$ cat config.mk
export PLATFORM = sky130hd
export DESIGN_NAME = spi_ram_master
export DESIGN_NICKNAME = d
export VERILOG_FILES = /design/src/rtl/spi_ram_master.sv
export SDC_FILE = /design/constraint.sdc
export NUM_CORES = 1
export LEC_CHECK = 0
export CORE_MARGIN = 4
export CORE_UTILIZATION = 40
export CTS_CLUSTER_DIAMETER = 120
export CTS_CLUSTER_SIZE = 16
export DETAILED_ROUTE_END_ITERATION = 16
export REMOVE_ABC_BUFFERS = 1
export SLEW_MARGIN = 10
export SYNTH_ARGS = -nofsm -noshare
export SYNTH_HDL_FRONTEND = slang
export SYNTH_SLANG_ARGS = --single-unit
$ cat constraint.sdc
create_clock -name clk -period 6.1 [get_ports clk]
set_clock_uncertainty 0.15 [all_clocks]
set_input_delay 1.22 -clock clk [delete_from_list [all_inputs] [get_ports clk]]
set_output_delay 1.22 -clock clk [all_outputs]
set_load 0.01 [all_outputs]
$ cat src/rtl/spi_ram_master.sv
// SPI mode-0 master for the SPI RAM slave: shifts out {cmd, payload} MSB first
// and, for read-data commands, clocks 8 bits back from MISO after a turnaround.
module spi_ram_master #(
  parameter int unsigned CLK_DIV   = 1,
  parameter int unsigned TURN_BITS = 1,
  parameter int unsigned GUARD     = 2
) (
  input  logic       clk,
  input  logic       reset,
  input  logic       start,
  input  logic [1:0] cmd,
  input  logic [7:0] payload,
  output logic       busy,
  output logic       done,
  output logic [7:0] rd_data,
  output logic       rd_valid,
  output logic       SS_n,
  output logic       SCLK,
  output logic       MOSI,
  input  logic       MISO
);

  localparam int unsigned DIV_W  = 8;
  localparam int unsigned BIT_W  = 4;
  // FINISH and the IDLE accept cycle already give two high cycles of SS_n
  localparam int unsigned GCNT_W = (GUARD > 3) ? $clog2(GUARD - 2) : 1;

  typedef enum logic [2:0] {
    S_IDLE, S_SHIFT_OUT, S_TURN, S_SHIFT_IN, S_FINISH, S_GUARD
  } state_t;

  state_t              state_q, state_d;
  logic [DIV_W-1:0]    div_q, div_d;
  logic [BIT_W-1:0]    bit_q, bit_d;
  logic [GCNT_W-1:0]   gcnt_q, gcnt_d;
  logic [8:0]          sh_q, sh_d;
  logic [1:0]          cmd_q, cmd_d;
  logic [6:0]          rd_sh_q, rd_sh_d;
  logic [7:0]          rd_data_q, rd_data_d;
  logic                ss_n_q, ss_n_d;
  logic                sclk_q, sclk_d;
  logic                mosi_q, mosi_d;
  logic                busy_q, busy_d;
  logic                done_q, done_d;
  logic                rd_valid_q, rd_valid_d;
  logic                phase_end;
  logic                sclk_fall;

  assign phase_end = (div_q == DIV_W'(CLK_DIV - 1));
  assign sclk_fall = phase_end && sclk_q;

  // Next-state and registered-output computation
  always_comb begin
    state_d    = state_q;
    div_d      = div_q;
    bit_d      = bit_q;
    gcnt_d     = gcnt_q;
    sh_d       = sh_q;
    cmd_d      = cmd_q;
    rd_sh_d    = rd_sh_q;
    rd_data_d  = rd_data_q;
    ss_n_d     = ss_n_q;
    sclk_d     = sclk_q;
    mosi_d     = mosi_q;
    busy_d     = busy_q;
    done_d     = 1'b0;
    rd_valid_d = 1'b0;

    if (state_q == S_SHIFT_OUT || state_q == S_TURN || state_q == S_SHIFT_IN) begin
      if (phase_end) begin
        div_d  = '0;
        sclk_d = ~sclk_q;
      end else begin
        div_d = div_q + DIV_W'(1);
      end
    end

    case (state_q)
      S_IDLE: begin
        busy_d = 1'b0;
        if (start) begin
          state_d = S_SHIFT_OUT;
          sh_d    = {cmd[0], payload};
          cmd_d   = cmd;
          rd_sh_d = '0;
          mosi_d  = cmd[1];
          ss_n_d  = 1'b0;
          sclk_d  = 1'b0;
          busy_d  = 1'b1;
          div_d   = '0;
          bit_d   = '0;
        end
      end
      S_SHIFT_OUT: begin
        if (sclk_fall) begin
          if (bit_q == BIT_W'(9)) begin
            bit_d = '0;
            if (cmd_q == 2'b11) begin
              mosi_d  = 1'b0;
              state_d = (TURN_BITS == 0) ? S_SHIFT_IN : S_TURN;
            end else begin
              state_d = S_FINISH;
              ss_n_d  = 1'b1;
              sclk_d  = 1'b0;
              mosi_d  = 1'b0;
              done_d  = 1'b1;
            end
          end else begin
            bit_d  = bit_q + BIT_W'(1);
            mosi_d = sh_q[8];
            sh_d   = {sh_q[7:0], 1'b0};
          end
        end
      end
      S_TURN: begin
        if (sclk_fall) begin
          if (bit_q == BIT_W'(TURN_BITS - 1)) begin
            bit_d   = '0;
            state_d = S_SHIFT_IN;
          end else begin
            bit_d = bit_q + BIT_W'(1);
          end
        end
      end
      S_SHIFT_IN: begin
        if (sclk_fall) begin
          rd_sh_d = {rd_sh_q[5:0], MISO};
          if (bit_q == BIT_W'(7)) begin
            state_d    = S_FINISH;
            rd_data_d  = {rd_sh_q, MISO};
            rd_valid_d = 1'b1;
            ss_n_d     = 1'b1;
            sclk_d     = 1'b0;
            mosi_d     = 1'b0;
            done_d     = 1'b1;
          end else begin
            bit_d = bit_q + BIT_W'(1);
          end
        end
      end
      S_FINISH: begin
        gcnt_d = '0;
        if (GUARD > 2) begin
          state_d = S_GUARD;
        end else begin
          state_d = S_IDLE;
          busy_d  = 1'b0;
        end
      end
      S_GUARD: begin
        if (gcnt_q == GCNT_W'(GUARD - 3)) begin
          state_d = S_IDLE;
          busy_d  = 1'b0;
        end else begin
          gcnt_d = gcnt_q + GCNT_W'(1);
        end
      end
      default: begin
        state_d = S_IDLE;
        ss_n_d  = 1'b1;
        sclk_d  = 1'b0;
        mosi_d  = 1'b0;
        busy_d  = 1'b0;
      end
    endcase
  end

  always_ff @(posedge clk or negedge reset) begin
    if (!reset) begin
      state_q    <= S_IDLE;
      div_q      <= '0;
      bit_q      <= '0;
      gcnt_q     <= '0;
      sh_q       <= '0;
      cmd_q      <= '0;
      rd_sh_q    <= '0;
      rd_data_q  <= '0;
      ss_n_q     <= 1'b1;
      sclk_q     <= 1'b0;
      mosi_q     <= 1'b0;
      busy_q     <= 1'b0;
      done_q     <= 1'b0;
      rd_valid_q <= 1'b0;
    end else begin
      state_q    <= state_d;
      div_q      <= div_d;
      bit_q      <= bit_d;
      gcnt_q     <= gcnt_d;
      sh_q       <= sh_d;
      cmd_q      <= cmd_d;
      rd_sh_q    <= rd_sh_d;
      rd_data_q  <= rd_data_d;
      ss_n_q     <= ss_n_d;
      sclk_q     <= sclk_d;
      mosi_q     <= mosi_d;
      busy_q     <= busy_d;
      done_q     <= done_d;
      rd_valid_q <= rd_valid_d;
    end
  end

  assign busy     = busy_q;
  assign done     = done_q;
  assign rd_data  = rd_data_q;
  assign rd_valid = rd_valid_q;
  assign SS_n     = ss_n_q;
  assign SCLK     = sclk_q;
  assign MOSI     = mosi_q;

endmodule

==> results.txt <==
The flow ran to the end, and the final reports show no timing, DRC or antenna violations. After legalization and detailed placement, the total HPWL measured 3100 um. VDD sags by at most 0.114 mV. After clock tree synthesis, the flow added hold-fix buffers numbering 0.

The library cell with the largest summed area after synthesis was sky130_fd_sc_hd__dfrtp_1. Setup repair after global routing left no endpoint under its margin. Cell row count: 27. The signal on the critical path passes through clkdlybuf4s50_1. The largest stage delay on the critical path is 550 ps. By area the synthesized netlist is led by sky130_fd_sc_hd__dfrtp_1, sky130_fd_sc_hd__nand2_1, sky130_fd_sc_hd__mux2i_1. The die is 85.5 um wide. The global placement routability congestion came out at 0.704. The critical path in this run is classified as reg2out.

The share of layout cells above drive strength 1 was 0.105; the initial standard-cell utilization of the core was 0.423. The count of pins over their slew limit is 0. The buffering stage count on the worst path with inverters included is 1, and the clock input transition at the sequential cells of the worst setup and hold paths is 90 ps. The worst hold-check path type is reg2reg. The logs give 4730 ps for the critical path data required time and 1687 for the vias after detailed routing.

TritonCTS built the clock tree. Counting flops and latches in the post-synthesis netlist gives 48. The average instance in the mapped netlist occupies 10.3 um2. The count of warnings emitted by yosys came out at 0. In this run the post-CTS setup repair buffer count came out at 0.

The total number of cells along the worst setup path was 1. The aggregate global-route resource usage came out at 0.137. The later pin in the worst-skew pair is clocked with a latency of 300 ps. The logs give 0 for the count of endpoints failing hold in the final timing report and 2 for the maximum buffer depth of the clock tree.

Derived from the worst setup path, the maximum achievable clock frequency is 364 MHz. The tools report the terminus of the critical flop-to-flop path as rd_data[4]. The worst-case headroom to the max-slew limit was 0.285. For this run, the number of standard cells in the final layout without fillers is 328. For this design the top-level I/O count stands at 28. Library cell contributing the largest single delay on the critical path: sky130_fd_sc_hd__dfstp_2. The startpoint identified for the worst register-to-register timing path is div_q[5]. After routing the design area is 2790 um2. The logs give 2 for the number of levels the H-tree was split into and 4610 um for the total detailed-routing wirelength. Once placement completed, the tool counted placed cells totaling 321. The tools report the kind of end point of the critical path as a primary output.

Number of input and output port buffers inserted: 27. The number of buffers inserted during clock tree synthesis was 5; the number of cells on the worst reg-to-reg path was 6. The detail route stage leaves a number of antenna-violating nets equal to 0. The wire length of the first global-routing pass came out at 8120 um. The critical path ends at SS_n.

The global-route congestion overflow total was 0; the number of search-and-repair iterations in the first detailed-routing pass was 4. For the largest net degree at the start of global routing, the log shows 49. Master cell of the clock root buffer: sky130_fd_sc_hd__clkbuf_8.

The logs give 276 for the number of nets at the end of the flow and 2710 um2 for the total cell area at the placement stage. The post-cts repair resize count is 0. For this design the static power due to leakage is 1.26 nW.

The layout-stage area growth over the synthesis result was 16.2%. For the final routed database, the setup TNS stands at 0 ps. For the final antenna diode count, the log shows 0. The logs give 1370 ps for the critical path arrival and 51 for the number of unique standard cell types used by synthesis. Across the run, the number of max-cap violations was 0. STA classifies the critical path startpoint as a flip-flop.

In the synthesized netlist, the number of instances is 233. The final routed DRC violation total is 0, and the die height is 85.5 um. Per-cell routed wire length: 14.1 um. The utilization of the core after routing is 0.491. In the layout the commonest cells are sky130_fd_sc_hd__dfrtp_1, sky130_fd_sc_hd__nand2_1, sky130_fd_sc_hd__clkdlybuf4s50_1, sky130_fd_sc_hd__o21ai_0, sky130_fd_sc_hd__mux2i_1.

Using the TritonRoute via totals, the vias-per-cell ratio works out to 5.14. The power density over the cells was 277 nW/um2. For the number of antenna violations at the first check in global routing, the log shows 0. The design draws 0.771 mW. For the finished layout, the period the worst path requires is 2740 ps. Across all register-to-register paths, the minimum setup slack is 3450 ps. For this run, the leading register cell type out of synthesis is sky130_fd_sc_hd__dfrtp_1.

The floorplan step defined a die boundary enclosing 7300 um2. The run gives 0.501 as the proportion of synthesized chip area in sequential cells. Critical-path maximum fanout: 2. The share of the clock period used by the worst path after layout is 0.450. Tracing the worst setup path back leads to its startpoint at SS_n. The actual slew at the worst max-slew pin is 1070 ps. The family with the most delay on the worst path is flip-flops.

For the total standard cell area after synthesis, the log shows 2400 um2. Clock tree synthesis found a total of 48 sinks. The proportion of synthesized flip-flops having asynchronous set or reset was 1.00; the top cell type's share of synthesized area was 0.490.

The logs give 1666 for the via count of the first global-routing pass and 0 for the final setup violation count. For the detailed router's first-iteration violation count, the log shows 117. The number of enable-type register cells in the synthesized netlist was 0. The area of the placeable core is 5680 um2.
-- Yosys cell counts, types with 2 or more instances --
library cell	count
sky130_fd_sc_hd__dfrtp_1	47
sky130_fd_sc_hd__nand2_1	47
sky130_fd_sc_hd__o21ai_0	20
sky130_fd_sc_hd__mux2i_1	11
sky130_fd_sc_hd__nor2_1	10
sky130_fd_sc_hd__mux2_2	9
sky130_fd_sc_hd__buf_2	7
sky130_fd_sc_hd__ha_1	6
sky130_fd_sc_hd__inv_1	6
sky130_fd_sc_hd__nand3_1	6
sky130_fd_sc_hd__a21oi_1	4
sky130_fd_sc_hd__nand2b_1	4
sky130_fd_sc_hd__nand3b_1	4
sky130_fd_sc_hd__xnor2_1	4
sky130_fd_sc_hd__nor3_1	3
sky130_fd_sc_hd__nor4_1	3
sky130_fd_sc_hd__xor2_1	3
sky130_fd_sc_hd__clkbuf_1	2
sky130_fd_sc_hd__nand4_1	2
sky130_fd_sc_hd__nor2b_1	2
sky130_fd_sc_hd__nor3b_1	2
sky130_fd_sc_hd__o211ai_1	2
-- metal layers --
layer,track usage,share of wire,vias up
li1,-,-,855
met3,0.0340,0.040,5
met2,0.214,0.45,24
met4,0.0302,0.0067,0
met5,0,0,-
met1,0.192,0.50,803
-- cell families after synthesis --
family	share of synthesized area
AO/OA/AOI/OAI	0.116
XOR/XNOR	0.0255
adder cells (fa/ha/maj)	0.0313
buffers and inverters	0.0318
flip-flops	0.501
multiplexers	0.0881
AND/OR/NAND/NOR	0.206
-- worst min path at each step --
stage	depth (start not counted)	to	slack, ps	start
global route	2	cmd_q[0]	360	cmd_q[0]
detailed placement	2	cmd_q[0]	320	cmd_q[0]
global placement	2	cmd_q[0]	310	cmd_q[0]
floorplan	2	rd_sh_q[6]	290	rd_sh_q[6]
finish	2	sh_q[7]	340	sh_q[7]
CTS	2	cmd_q[0]	340	cmd_q[0]
-- final cells by class --
type | instances | area, um2
fillers | 549 | 2890
flip-flops and latches | 48 | 1200
multi-input cells | 168 | 1130
repair buffers | 27 | 265
well taps | 72 | 90.1
clock buffers | 5 | 68.8
inverters | 6 | 22.5
clock inverters | 2 | 12.5
-- stage by stage --
stage               worst slack (ps)  hold WS, ps
global placement                3130          310
finish                          3360          335
global route                    3240          356
floorplan                       3580          294
CTS                             3330          337
detailed placement              3050          315
-- flip-flops by register name, summed over array words and instances (netlist names) --
signal and count:
rd_valid 1, bit_q 4, SS_n 1, busy 1, cmd_q 2, done 1, rd_data 8, div_q 8
SCLK 1, gcnt_q 1, sh_q 9, MOSI 1, state_q 3, rd_sh_q 7
-- worst register-to-register path, cell delays in order, from the launching register on --
cell and delay [ps]:
sky130_fd_sc_hd__dfrtp_1 430, sky130_fd_sc_hd__nor4_1 250, sky130_fd_sc_hd__and3_1 210, sky130_fd_sc_hd__ha_1 400, sky130_fd_sc_hd__nand4b_2 210, sky130_fd_sc_hd__nor3_4 500, sky130_fd_sc_hd__mux2_2 400
-- report_power, final --
part | internal (mW) | leakage (nW) | switching, mW
logic | 0.0792 | 0.621 | 0.0758
clock network | 0.0778 | 0.0400 | 0.107
registers | 0.378 | 0.595 | 0.0525
total | 0.535 | 1.26 | 0.236
(Power assumes the default switching activity.)
